**src/rtl/pc_sequencer.sv**
```systemverilog
// Fetch-address sequencer: issues instruction fetches, registers the fetched word
// for decode, and handles redirects, including redirects while a fetch is unacked.
module pc_sequencer #(
  parameter logic [31:0] RESET_PC = 32'h0000_0000
) (
  input  logic        clk,
  input  logic        rst,
  input  logic        stall,
  input  logic        redirect_valid,
  input  logic [31:0] redirect_pc,
  output logic        imem_req,
  output logic [31:0] imem_addr,
  input  logic        imem_ack,
  input  logic [31:0] imem_rdata,
  output logic        if_valid,
  output logic [31:0] if_instr,
  output logic [31:0] if_pc,
  output logic        flush,
  output logic        misalign_err,
  output logic [1:0]  state_dbg
);

  typedef enum logic [1:0] {
    ST_BOOT  = 2'd0,
    ST_REQ   = 2'd1,
    ST_DRAIN = 2'd2,
    ST_ERR   = 2'd3
  } state_t;

  state_t      state_q, state_d;
  logic [31:0] pc_q, pc_d;
  logic [31:0] pend_pc_q, pend_pc_d;
  logic [31:0] if_instr_q, if_instr_d;
  logic [31:0] if_pc_q, if_pc_d;
  logic        if_valid_q, if_valid_d;
  logic        flush_q, flush_d;
  logic        misalign_q, misalign_d;
  logic        cap_en;
  logic        redir_bad;

  always_ff @(posedge clk or posedge rst) begin
    if (rst) begin
      state_q    <= ST_BOOT;
      pc_q       <= RESET_PC;
      pend_pc_q  <= RESET_PC;
      if_instr_q <= 32'h0;
      if_pc_q    <= 32'h0;
      if_valid_q <= 1'b0;
      flush_q    <= 1'b0;
      misalign_q <= 1'b0;
    end else begin
      state_q    <= state_d;
      pc_q       <= pc_d;
      pend_pc_q  <= pend_pc_d;
      if_instr_q <= if_instr_d;
      if_pc_q    <= if_pc_d;
      if_valid_q <= if_valid_d;
      flush_q    <= flush_d;
      misalign_q <= misalign_d;
    end
  end

  always_comb begin
    state_d    = state_q;
    pc_d       = pc_q;
    pend_pc_d  = pend_pc_q;
    if_instr_d = if_instr_q;
    if_pc_d    = if_pc_q;
    if_valid_d = if_valid_q;
    flush_d    = 1'b0;
    misalign_d = misalign_q;
    imem_req   = 1'b0;
    cap_en     = !if_valid_q || !stall;
    redir_bad  = redirect_valid && (redirect_pc[1:0] != 2'b00);

    case (state_q)
      ST_BOOT: begin
        state_d = ST_REQ;
        if (redirect_valid) begin
          flush_d = 1'b1;
          if (redir_bad) begin
            state_d    = ST_ERR;
            misalign_d = 1'b1;
          end else begin
            pc_d = redirect_pc;
          end
        end
      end
      ST_REQ: begin
        // Once raised without ack, cap_en cannot drop: if_valid is either
        // already 0 or is being consumed, so the request stays stable.
        imem_req = cap_en;
        if (redirect_valid) begin
          flush_d    = 1'b1;
          if_valid_d = 1'b0;
          if (redir_bad) begin
            state_d    = ST_ERR;
            misalign_d = 1'b1;
          end else if (imem_req && !imem_ack) begin
            pend_pc_d = redirect_pc;
            state_d   = ST_DRAIN;
          end else begin
            pc_d = redirect_pc;
          end
        end else if (imem_req && imem_ack) begin
          if_instr_d = imem_rdata;
          if_pc_d    = pc_q;
          if_valid_d = 1'b1;
          pc_d       = pc_q + 32'd4;
        end else if (!stall) begin
          if_valid_d = 1'b0;
        end
      end
      ST_DRAIN: begin
        // Hold the stale request until memory takes it; its data is discarded.
        imem_req   = 1'b1;
        if_valid_d = 1'b0;
        if (redirect_valid) begin
          flush_d = 1'b1;
          if (redir_bad) begin
            state_d    = ST_ERR;
            misalign_d = 1'b1;
          end else if (imem_ack) begin
            pc_d    = redirect_pc;
            state_d = ST_REQ;
          end else begin
            pend_pc_d = redirect_pc;
          end
        end else if (imem_ack) begin
          pc_d    = pend_pc_q;
          state_d = ST_REQ;
        end
      end
      ST_ERR: begin
        if_valid_d = 1'b0;
      end
      default: begin
        state_d = ST_ERR;
      end
    endcase
  end

  assign imem_addr    = pc_q;
  assign if_valid     = if_valid_q;
  assign if_instr     = if_instr_q;
  assign if_pc        = if_pc_q;
  assign flush        = flush_q;
  assign misalign_err = misalign_q;
  assign state_dbg    = state_q;

endmodule

```
**config.mk**
```make
export PLATFORM = sky130hd
export DESIGN_NAME = pc_sequencer
export DESIGN_NICKNAME = d
export VERILOG_FILES = /design/src/rtl/pc_sequencer.sv
export SDC_FILE = /design/constraint.sdc
export NUM_CORES = 1
export LEC_CHECK = 0
export CORE_MARGIN = 5
export CORE_UTILIZATION = 49
export CTS_CLUSTER_DIAMETER = 40
export DETAILED_ROUTE_END_ITERATION = 7
export GPL_TIMING_DRIVEN = 0
export HOLD_SLACK_MARGIN = 0.15
export PLACE_DENSITY_LB_ADDON = 0.2
export RECOVER_POWER = 25
export SLEW_MARGIN = 40
export SYNTH_ARGS = -nofsm -noshare
export SYNTH_HDL_FRONTEND = slang
export SYNTH_SLANG_ARGS = --single-unit
```
**constraint.sdc**
```tcl
create_clock -name clk -period 5.3 [get_ports clk]
set_input_delay 1.06 -clock clk [delete_from_list [all_inputs] [get_ports clk]]
set_output_delay 1.06 -clock clk [all_outputs]
set_load 0.005 [all_outputs]
```
-- Yosys cells after proc, flatten, opt, wreduce, memory -nomap -nowiden
Cells that the tools add are included.
- register bits: 133
- latch bits: 0
- RAM bits: 0
- memory bits (read-only): 0
- bits of input ports: 69
- output and inout port bits: 102
- word-level logic and storage cells: 83
- memories: 0
- add/sub/neg operators: 1
- multipliers: 0
- divide/modulo/power cells: 0
- magnitude comparators: 0
- eq/ne operators: 19
- shifts and indexed selects: 0
- muxes and demuxes: 34
- bitwise gates (word level): 1
- reductions and logical operators: 20
- operator list (operator ; number):
    $mux W32 ; 16
    $pmux W32 S3 ; 1
    $pmux W32 S2 ; 1
    $add A32 B3 Y32 const B ; 1
    $ne A3 B3 Y1 const B ; 7
    $mux W2 ; 8
    $ne A2 B2 Y1 const B ; 8
    $reduce_and A3 Y1 ; 3
    $reduce_and A9 Y1 ; 1
    $reduce_and A7 Y1 ; 1
    $pmux W2 S3 ; 1
    $reduce_bool A2 Y1 ; 3
    $mux W1 ; 5
    $eq A2 B2 Y1 const B ; 2
    $ne A4 B4 Y1 const B ; 1
    $pmux W1 S2 ; 2
    $logic_and A1 B1 Y1 ; 3
    $logic_not A1 Y1 ; 3
    $reduce_bool A3 Y1 ; 1
    $reduce_or A3 Y1 ; 1
    $eq A2 B1 Y1 const B ; 1
    $logic_not A2 Y1 ; 1
    $reduce_and A2 Y1 ; 1
    $reduce_or A2 Y1 ; 1
    other kinds (2) ; 2

-- Depth between registers and ports, before layout
Gate-level depths: netlist of run 1.
- word-level depth: 7
- gate-level depth with buffers: 10

-- Worst setup path before layout of run 1
No wires, ideal clock.
- path kind: input port to flip-flop
- start point: input port redirect_valid
- end point: register pend_pc_q[10]
- library setup time: 0.125 ns
- arrival: 2.503 ns
- required time: 5.175 ns
- setup slack: 2.672 ns
- stages on the path: 5
- path buffers: 2
- path through: buf_2 o21ai_0 nor4_1 buf_2 mux2_2
- word-level cells in the longest chain between the ends: 3
- RTL lines (item ; RTL line ; RTL):
    start, declared ; 9 ; input logic redirect_valid,
    $logic_and A1 B1 Y1 ; 74 ; redir_bad = redirect_valid && (redirect_pc[1:0] != 2'b00);
    $ne A2 B2 Y1 (no line) ; n/a ;
    $reduce_and A7 Y1 (no line) (*) ; n/a ;
    end signal, assigned ; 54 ; pend_pc_q <= pend_pc_d;
    end, declared ; 32 ; logic [31:0] pend_pc_q, pend_pc_d;
Every way passes the cells marked *; elsewhere a longest branch is shown, timed or not.
A chain may end at the register's enable or synchronous reset.

-- Worst setup path after layout of run 1
- start point: register state_q[0], in the netlist state_dbg[0]
- end point: output port imem_req
- word-level cells in the longest chain between the ends: 2
- RTL lines (item ; RTL line ; RTL):
    start, declared ; 30 ; state_t state_q, state_d;
    start signal, assigned ; 52 ; state_q <= state_d;
    $eq A2 B2 Y1 or $eq A2 B1 Y1 (tied branches) ; 76 ; case (state_q)
    $pmux W1 S2 (*) ; 76 ;
    end, declared ; 11 ; output logic imem_req,
Marks and branches as above.

==> metrics.yaml, run 1 <==
finalSetupViolations: 0
critPathMaxFanout: 10
p_leak_nw: 3.66
cp_data_required_time_ns: 4.24
stdcell_count: 924
skew_ns: 0.00827
syn_avg_cell_area_um2: 11.4
seq_power_share_pct: 34.4
placed_area_um2: 8240
h-tree-depth: 4
dp_slack_ns: 1.73
grt_pass1_wl_um: 30000
io_pins: 171
syn-num-nets: 629
cap_violations: 1
cts_max_path_buffers: 2
tritoncts: "yes"
worstSetupPathType: "flop to output pin"
timing.slew.headroom_pct: -89.9
dp.cells: 895
post_cts_buffers: 0
drc: 0
cts.clk_slew.worst_paths_ns: 0.05
violations: "capacitance limit, slew limit"
rsz0062_at_grt: "no"
slew_viol_final: 64
antennaDiodeCount: 0
synth-seq-area-share_pct: 52.9
firstDrtPassIters: 6
status: "finished, violations left"
r2r-start: "state_dbg[1]$_DFFE_PP0P_"
rows: 41
synth_ff_type: "dfrtp_1"
chipWidth_um: 123
synth_enable_flop_cells: 0
p_sw_w: 0.00190
grt_usage_pct: 25.9
cp-start-kind: "flop"
switching_share_pct: 34.8
grt_antenna_before_repair: 0
rr_worst_depth: 9
cts_resized: 0
hold_viol_final: 0
layout-area-overhead-vs-synth_pct: 40.3
wl_um: 19100
grt_pass1_vias: 5781
vias: 5629
via_per_inst: 6.09
rrSetupSlack_ns: 2.25
synth_top_cell_area_share_pct: 52.9
ir_drop_uv: 342
overflow: 0
netlist_top_cells_area: "dfrtp_1 (53%), mux2_2 (16%), o21ai_0 (5.2%)"
layout-drive-gt1-share_pct: 17.8
dieArea_um2: 15200
grt_max_degree: 71
hp-start: "if_pc[19]$_DFFE_PP0P_"
ant_nets: 0
fin_crit_sh_pct: 74.3
drt_iter0_drc: 600
clkSinkCount: 133
cts_buffers: 17
dpl.hpwl_um: 13600
ys_ff_latch: 133
crit_arrival_ns: 2.88
power_density_nw_per_um2: 619
ctsHoldBuffers: 0
core_area_um2: 12600
whs_path_depth: 2
p_clk_share_pct: 21.7
wl_per_cell_um: 20.7
cp-end-kind: "output pin"
synth_cells: 554
clock.fmax_ghz: 0.254
numPortBuffers: 168
synthArstFlopShare_pct: 100
start_util_pct: 49.8
die_y_um: 123
nFillCells: 933
nets: 817
hp-class: "flop to flop"
utilization_pct: 69.9
clkLatencyLatePin_ns: 0.42
timing.rr.end: "if_pc[1]$_DFFE_PP0P_"
yosys_warnings: 0
final.setup.worst_slack_ns: 1.36
root_buffer: "clkbuf_16"
tightestPinTransition_ns: 2.83
intPower_w: 0.00356
min_period_ns: 3.94
finalInstanceArea_um2: 8820
yosys.area.top_type: "dfrtp_1"
min_to: "if_pc[19]$_DFFE_PP0P_"
place_congestion: 0.858
synthDistinctLibCells: 51
syn_area_um2: 6290
p_comb_share_pct: 43.9
==> logic make-up after synthesis <==
| kind of cell | share of synthesized area [%] |
|---|---|
| AO/OA/AOI/OAI | 15.8 |
| flip-flops | 52.9 |
| AND/OR/NAND/NOR | 10.7 |
| multiplexers | 16.5 |
| buffers and inverters | 2.98 |
| adder cells (fa/ha/maj) | 1.19 |
==> through the flow <==
step	total power (W)	hold slack, ns	setup TNS [ns]
finish	0.00546	0.484	0
global route	0.00580	0.504	0
CTS	0.00547	0.487	0
detailed placement	0.00425	0.475	0
global placement	0.00416	0.464	-142.00
floorplan	0.00299	0.457	0
==> per-layer routing <==
layer / vias up / GRT usage [%] / wire [um]
met5: - / 0 / 0
met4: 0 / 12.7 / 541
met3: 60 / 9.10 / 2320
met2: 371 / 40.6 / 8970
met1: 2738 / 31.9 / 7280
li1: 2460 / - / -
==> power groups by stage <==
stage	combinational [W]	sequential, W	clock [W]
3_5_place_dp	0.00237	0.00188	0
2_1_floorplan	0.00117	0.00182	0
4_1_cts	0.00239	0.00187	0.00121
5_1_grt	0.00261	0.00195	0.00125
3_3_place_gp	0.00231	0.00185	0
6_report	0.00240	0.00188	0.00119
==> worst max-delay path by stage <==
| stage | startpoint | to | slack, ns | cells past startpoint |
|---|---|---|---|---|
| final | state_dbg[0]$_DFFE_PP0P_ | imem_req | 1.36 | 6 |
| after global routing | state_dbg[0]$_DFFE_PP0P_ | imem_req | 1.20 | 6 |
| after CTS | state_dbg[0]$_DFFE_PP0P_ | imem_req | 1.38 | 6 |
| after detailed placement | stall | imem_req | 1.73 | 5 |
| after global placement | rst | pend_pc_q[13]$_DFFE_PP0P_ | -1.07 | 2 |
| after floorplan | rst | flush$_DFF_PP0_ | 0.69 | 1 |
==> cell usage in the layout (no fill, tap or decap), types with 4 or more instances in the layout <==
master,n
clkbuf_8,4
ha_1,6
a31oi_1,11
clkbuf_16,17
a21oi_1,11
a22oi_1,6
clkbuf_1,29
clkdlybuf4s50_1,167
nor4_1,6
mux2_2,89
inv_1,7
nor3_1,10
nor2_1,33
nand3_1,7
or4_1,5
dfrtp_1,133
o21ai_0,65
nand4_1,6
buf_2,10
nand2_1,23
nor2b_1,6
a22o_1,7
o31a_1,4
and2_1,8
a41oi_1,4
a221oi_1,9
a222oi_1,8
and3_1,7
and4_1,4
a32oi_1,5
==> cell type report <==
class / instances / area (um2) / share of cell area [%]
Buffer: 38 / 155 / 1.76
Inverter: 8 / 31.3 / 0.354
Clock inverter: 4 / 95.1 / 1.08
Sequential cell: 133 / 3330 / 37.7
Tap cell: 172 / 215 / 2.44
Multi-Input combinational cell: 375 / 2800 / 31.7
Clock buffer: 25 / 495 / 5.61
Timing Repair Buffer: 169 / 1710 / 19.4
==> sequential cells by signal, indices dropped and copies added (netlist names) <==
name	count
flush	1
if_instr	32
if_pc	32
if_valid	1
imem_addr	32
misalign_err	1
pend_pc_q	32
state_dbg	2
==> cell usage after synthesis (2+ instances only) <==
master,number
mux2_2,89
a31oi_1,11
nor2b_1,6
and3_1,7
nand4_1,6
mux2_1,2
nor4_1,8
o21ai_1,2
o2bb2ai_1,2
a22o_1,7
o32ai_1,2
nor3_1,10
and2_1,8
a32oi_1,5
a221oi_1,9
a222oi_1,8
nand3_1,7
ha_1,6
o21a_1,2
and4_1,4
o221ai_1,2
nand2b_1,3
a41oi_1,4
clkbuf_1,23
a22oi_1,6
buf_2,12
buf_1,3
or4_1,5
o21ai_0,65
nor2_1,33
nand2_1,23
inv_1,8
o31a_1,4
nand4_2,2
o211ai_1,2
dfrtp_1,133
a21oi_1,11
==> worst max-delay path, cell delays in order (launching register included) <==
cell             delay [ns]
dfrtp_1                0.42
inv_1                  0.11
ha_1                   0.39
clkbuf_1               0.43
clkbuf_1               0.41
nor2b_1                0.20
clkdlybuf4s50_1        0.51
(Power assumes the default switching activity.)
==> run 2: changes to the inputs <==
==> constraint.sdc (replaced) <==
create_clock -name clk -period 4.02 [get_ports clk]
set_input_delay 0.804 -clock clk [delete_from_list [all_inputs] [get_ports clk]]
set_output_delay 0.804 -clock clk [all_outputs]
set_load 0.005 [all_outputs]
==> metrics.yaml, run 2 (same netlist as run 1, synthesis figures left out) <==
dpl.hpwl_um: 14300
crit_arrival_ns: 2.91
critPathSlowestCell: "clkdlybuf4s50_1"
slew_viol_final: 0
grt_max_degree: 28
critPathMaxStageDelay_ns: 0.51
cts.clk_slew.worst_paths_ns: 0.06
ant_nets: 0
dieArea_um2: 15200
tritoncts: "yes"
timing.slew.headroom_pct: 4.67
power_density_nw_per_um2: 812
rrSetupSlack_ns: 1.01
p_leak_nw: 3.67
worstSetupPathType: "flop to output pin"
numPortBuffers: 168
clock.fmax_ghz: 0.269
start_util_pct: 49.8
dp.cells: 899
skew_ns: 0.00536
antennaDiodeCount: 0
root_buffer: "clkbuf_16"
cp-endpoint: "imem_req"
nets: 821
whs_path_depth: 1
drt_iter0_drc: 489
r2r-start: "state_dbg[1]$_DFFE_PP0P_"
hold_viol_final: 0
post_cts_buffers: 0
grt_antenna_before_repair: 1
grt_pass1_wl_um: 31300
rows: 41
overflow: 0
nFillCells: 952
ir_drop_uv: 395
grt_pass1_vias: 5860
place_congestion: 0.912
finalSetupViolations: 0
cap_violations: 0
cts_buffers: 17
rsz0062_at_grt: "no"
clkSinkCount: 133
clkLatencyLatePin_ns: 0.41
critPathMaxFanout: 10
crit_chain: "inv_1 > ha_1 > clkbuf_1 > clkbuf_1 > nor2b_1 > clkdlybuf4s50_1"
cp-start-kind: "flop"
cts_max_path_buffers: 2
cts_resized: 0
tightestPinTransition_ns: 1.43
status: "completed"
critical_path.most_common_cell: "clkbuf_1"
wl_um: 19800
chipWidth_um: 123
startpoint: "state_dbg[0]$_DFFE_PP0P_"
core_area_um2: 12600
fin_crit_sh_pct: 92.5
h-tree-depth: 4
cp-end-kind: "output pin"
fin_tns_setup_ns: 0
stdcell_count: 931
layout-drive-gt1-share_pct: 18.6
firstDrtPassIters: 5
layout-area-overhead-vs-synth_pct: 40.7
timing.rr.end: "if_pc[7]$_DFFE_PP0P_"
vias: 5542
io_pins: 171
hp-class: "flop to flop"
final_common_cell: "clkdlybuf4s50_1"
drc: 0
grt_usage_pct: 26.9
layout_common_cells: "clkdlybuf4s50_1 (167), dfrtp_1 (133), mux2_2 (89), o21ai_0 (65), nor2_1 (33)"
wl_per_cell_um: 21.2
cp_data_required_time_ns: 3.22
via_per_inst: 5.95
die_y_um: 123
min_period_ns: 3.72
ctsHoldBuffers: 0
rr_worst_depth: 9
run 2: cell count changes in the layout (fill, tap and decap cells not counted):
cell	previous run	this run
buf_12	0	1
bufinv_16	3	2
clkbuf_8	4	2
clkinv_2	1	4
clkinv_4	0	4
clkinvlp_4	0	2
run 2: through the flow:
stage	hold slack, ns	utilization (%)	total power (W)	instance area (um2)	setup WS, ns
3_3_place_gp	0.463	64.9	0.00552	8190	0.409
2_1_floorplan	0.457	-	0.00394	6290	1.56
4_1_cts	0.493	70.6	0.00721	8910	0.314
3_5_place_dp	0.477	66.0	0.00564	8330	0.762
5_1_grt	0.499	70.1	0.00764	8850	0.181
6_report	0.486	70.1	0.00719	8850	0.303
run 2: worst min path at each step:
stage                                    startpoint                         to  slack, ns
after floorplan           pend_pc_q[25]$_DFFE_PP0P_  pend_pc_q[25]$_DFFE_PP0P_       0.46
after global placement     misalign_err$_DFFE_PP0P_   misalign_err$_DFFE_PP0P_       0.46
after detailed placement   misalign_err$_DFFE_PP0P_   misalign_err$_DFFE_PP0P_       0.48
after CTS                 pend_pc_q[25]$_DFFE_PP0P_  pend_pc_q[25]$_DFFE_PP0P_       0.49
after global routing       misalign_err$_DFFE_PP0P_   misalign_err$_DFFE_PP0P_       0.50
final                      misalign_err$_DFFE_PP0P_   misalign_err$_DFFE_PP0P_       0.49
run 2: final cells by class:
| cell class | count | area [um2] | share of cell area [%] |
|---|---|---|---|
| Multi-Input combinational cell | 375 | 2800 | 31.6 |
| Tap cell | 172 | 215 | 2.43 |
| Clock buffer | 20 | 457 | 5.16 |
| Clock inverter | 12 | 130 | 1.47 |
| Timing Repair Buffer | 173 | 1740 | 19.7 |
| Sequential cell | 133 | 3330 | 37.6 |
| Buffer | 38 | 155 | 1.75 |
| Inverter | 8 | 31.3 | 0.353 |
run 2: report_power, final:
group | switching [W] | leakage (nW) | total (W) | internal [W]
Sequential | 0.000511 | 1.64 | 0.00248 | 0.00197
Combinational | 0.00149 | 1.75 | 0.00319 | 0.00170
Clock | 0.000573 | 0.286 | 0.00152 | 0.000944
run 2: layer usage:
layer,GRT usage (%),wire length [um]
met1,32.7,7660
met2,43.4,9490
met3,8.74,2030
met4,12.9,556
met5,0,12
run 2: worst max-delay path, delay by kind of cell (launching register included):
| kind | cells | cell delay [ns] |
|---|---|---|
| DFF | 1 | 0.42 |
| and+or+nand+nor | 1 | 0.21 |
| buffers and inverters | 4 | 1.48 |
| adders and majority gates | 1 | 0.38 |
==> run 3: changes to the inputs <==
--- a/config.mk
+++ b/config.mk
@@ -6,7 +6,7 @@
 export NUM_CORES = 1
 export LEC_CHECK = 0
 export CORE_MARGIN = 5
-export CORE_UTILIZATION = 49
+export CORE_UTILIZATION = 52
 export CTS_CLUSTER_DIAMETER = 40
 export DETAILED_ROUTE_END_ITERATION = 7
 export GPL_TIMING_DRIVEN = 0
==> constraint.sdc (replaced) <==
create_clock -name clk -period 4.4 [get_ports clk]
set_input_delay 0.88 -clock clk [delete_from_list [all_inputs] [get_ports clk]]
set_output_delay 0.88 -clock clk [all_outputs]
set_load 0.005 [all_outputs]
==> metrics.yaml, run 3 (same netlist as run 1, synthesis figures left out) <==
post_cts_buffers: 0
r2r-start: "state_dbg[1]$_DFFE_PP0P_"
layout-area-overhead-vs-synth_pct: 39.8
p_clk_share_pct: 21.1
hold_viol_final: 0
antennaDiodeCount: 0
clock.fmax_ghz: 0.262
rrSetupSlack_ns: 1.35
nets: 822
p_sw_w: 0.00239
dpl.hpwl_um: 14700
drt-met1-wl_um: 7900
overflow: 0
timing.rr.end: "if_pc[11]$_DFFE_PP0P_"
clkLatencyLatePin_ns: 0.43
critical_path.most_common_cell: "clkbuf_1"
cts_resized: 0
place_congestion: 0.867
root_buffer: "clkbuf_16"
status: "completed"
cp-end-kind: "output pin"
critPathMaxStageDelay_ns: 0.51
layout-drive-gt1-share_pct: 18.6
wl_per_cell_um: 22.2
skew_ns: 0.0125
grt_usage_pct: 28.7
placed_area_um2: 8320
final_common_cell: "clkdlybuf4s50_1"
cp-endpoint: "imem_req"
min_period_ns: 3.82
vias: 5762
switching_share_pct: 36.2
ir_drop_uv: 407
cts_max_path_buffers: 2
power_density_nw_per_um2: 749
fin_crit_sh_pct: 86.8
crit_chain: "inv_1 > ha_1 > clkbuf_1 > clkbuf_1 > nor2b_1 > clkdlybuf4s50_1"
finalInstanceArea_um2: 8800
rows: 40
cts.clk_slew.worst_paths_ns: 0.06
wl_met3_um: 2000
cp-start-kind: "flop"
h-tree-depth: 4
rr_worst_depth: 9
numPortBuffers: 168
tritoncts: "yes"
p_leak_nw: 3.66
seq_power_share_pct: 34.5
rsz0062_at_grt: "no"
dieArea_um2: 14400
crit_arrival_ns: 2.94
grt_max_degree: 27
dp.cells: 875
finalSetupViolations: 0
core_area_um2: 11900
wl_um: 20200
critPathSlowestCell: "clkdlybuf4s50_1"
grt_pass1_wl_um: 32300
hold_slack_ns: 0.484
layout_common_cells: "clkdlybuf4s50_1 (167), dfrtp_1 (133), mux2_2 (89), o21ai_0 (65), nor2_1 (33)"
clkSinkCount: 133
hp-start: "misalign_err$_DFFE_PP0P_"
critPathMaxFanout: 10
cts_buffers: 17
nFillCells: 833
worstSetupPathType: "flop to output pin"
dr_wl_met2_um: 9640
drc: 0
timing.slew.headroom_pct: 10.1
intPower_w: 0.00420
ctsHoldBuffers: 0
cap_violations: 0
ant_nets: 0
stdcell_count: 907
via_per_inst: 6.35
cp_data_required_time_ns: 3.52
fin_tns_setup_ns: 0
slew_viol_final: 0
hp-class: "flop to flop"
start_util_pct: 52.8
firstDrtPassIters: 5
drt_iter0_drc: 760
top_layer: "met4"
die_y_um: 120
p_comb_share_pct: 44.5
grt_antenna_before_repair: 0
io_pins: 171
grt_pass1_vias: 5981
startpoint: "state_dbg[0]$_DFFE_PP0P_"
chipWidth_um: 120
tightestPinTransition_ns: 1.35
run 3: cell count changes in the layout (fill, tap and decap cells not counted):
cell	before	now
clkinvlp_4	2	3
clkinv_4	4	3
clkbuf_8	2	1
clkbuf_1	29	30
buf_16	1	0
buf_2	10	11
clkinvlp_2	1	0
inv_6	0	1
clkbuf_2	0	1
run 3: per-layer routing:
layer  vias up  global-route usage, %
met5         -                      0
met2       394                   46.9
met1      2840                   35.7
met3        55                   8.67
met4         0                   11.3
li1       2473                      -
run 3: worst min path at each step:
stage | end | slack [ns] | cells past startpoint
finish | misalign_err$_DFFE_PP0P_ | 0.48 | 1
global route | misalign_err$_DFFE_PP0P_ | 0.50 | 1
CTS | misalign_err$_DFFE_PP0P_ | 0.49 | 1
detailed placement | misalign_err$_DFFE_PP0P_ | 0.47 | 1
global placement | misalign_err$_DFFE_PP0P_ | 0.46 | 1
floorplan | pend_pc_q[25]$_DFFE_PP0P_ | 0.46 | 1
run 3: worst max-delay path: cells and delay by family, from the launching register on:
family / cells / cell delay, ns
fa+ha+maj: 1 / 0.39
buf+inv: 4 / 1.49
flops: 1 / 0.42
simple gates: 1 / 0.20
run 3: final cells by class:
cell class	instances	area (um2)	area share, %
Inverter	8	33.8	0.384
Multi-Input combinational cell	375	2800	31.8
Timing Repair Buffer	174	1720	19.6
Buffer	38	156	1.78
Tap cell	147	184	2.09
Clock buffer	20	447	5.08
Clock inverter	12	130	1.48
Sequential cell	133	3330	37.8
run 3: stage by stage:
stage	power [W]	util [%]	setup WS (ns)
global placement	0.00501	68.5	0.700
detailed placement	0.00518	69.8	1.06
floorplan	0.00360	-	1.87
finish	0.00659	73.8	0.580
global route	0.00696	73.8	0.284
CTS	0.00660	74.7	0.605
run 3: power groups by stage:
stage	logic (W)	clock network [W]	registers (W)
after global routing	0.00316	0.00146	0.00234
after floorplan	0.00140	0	0.00220
after detailed placement	0.00291	0	0.00227
after CTS	0.00293	0.00141	0.00226
final	0.00293	0.00139	0.00227
after global placement	0.00279	0	0.00222
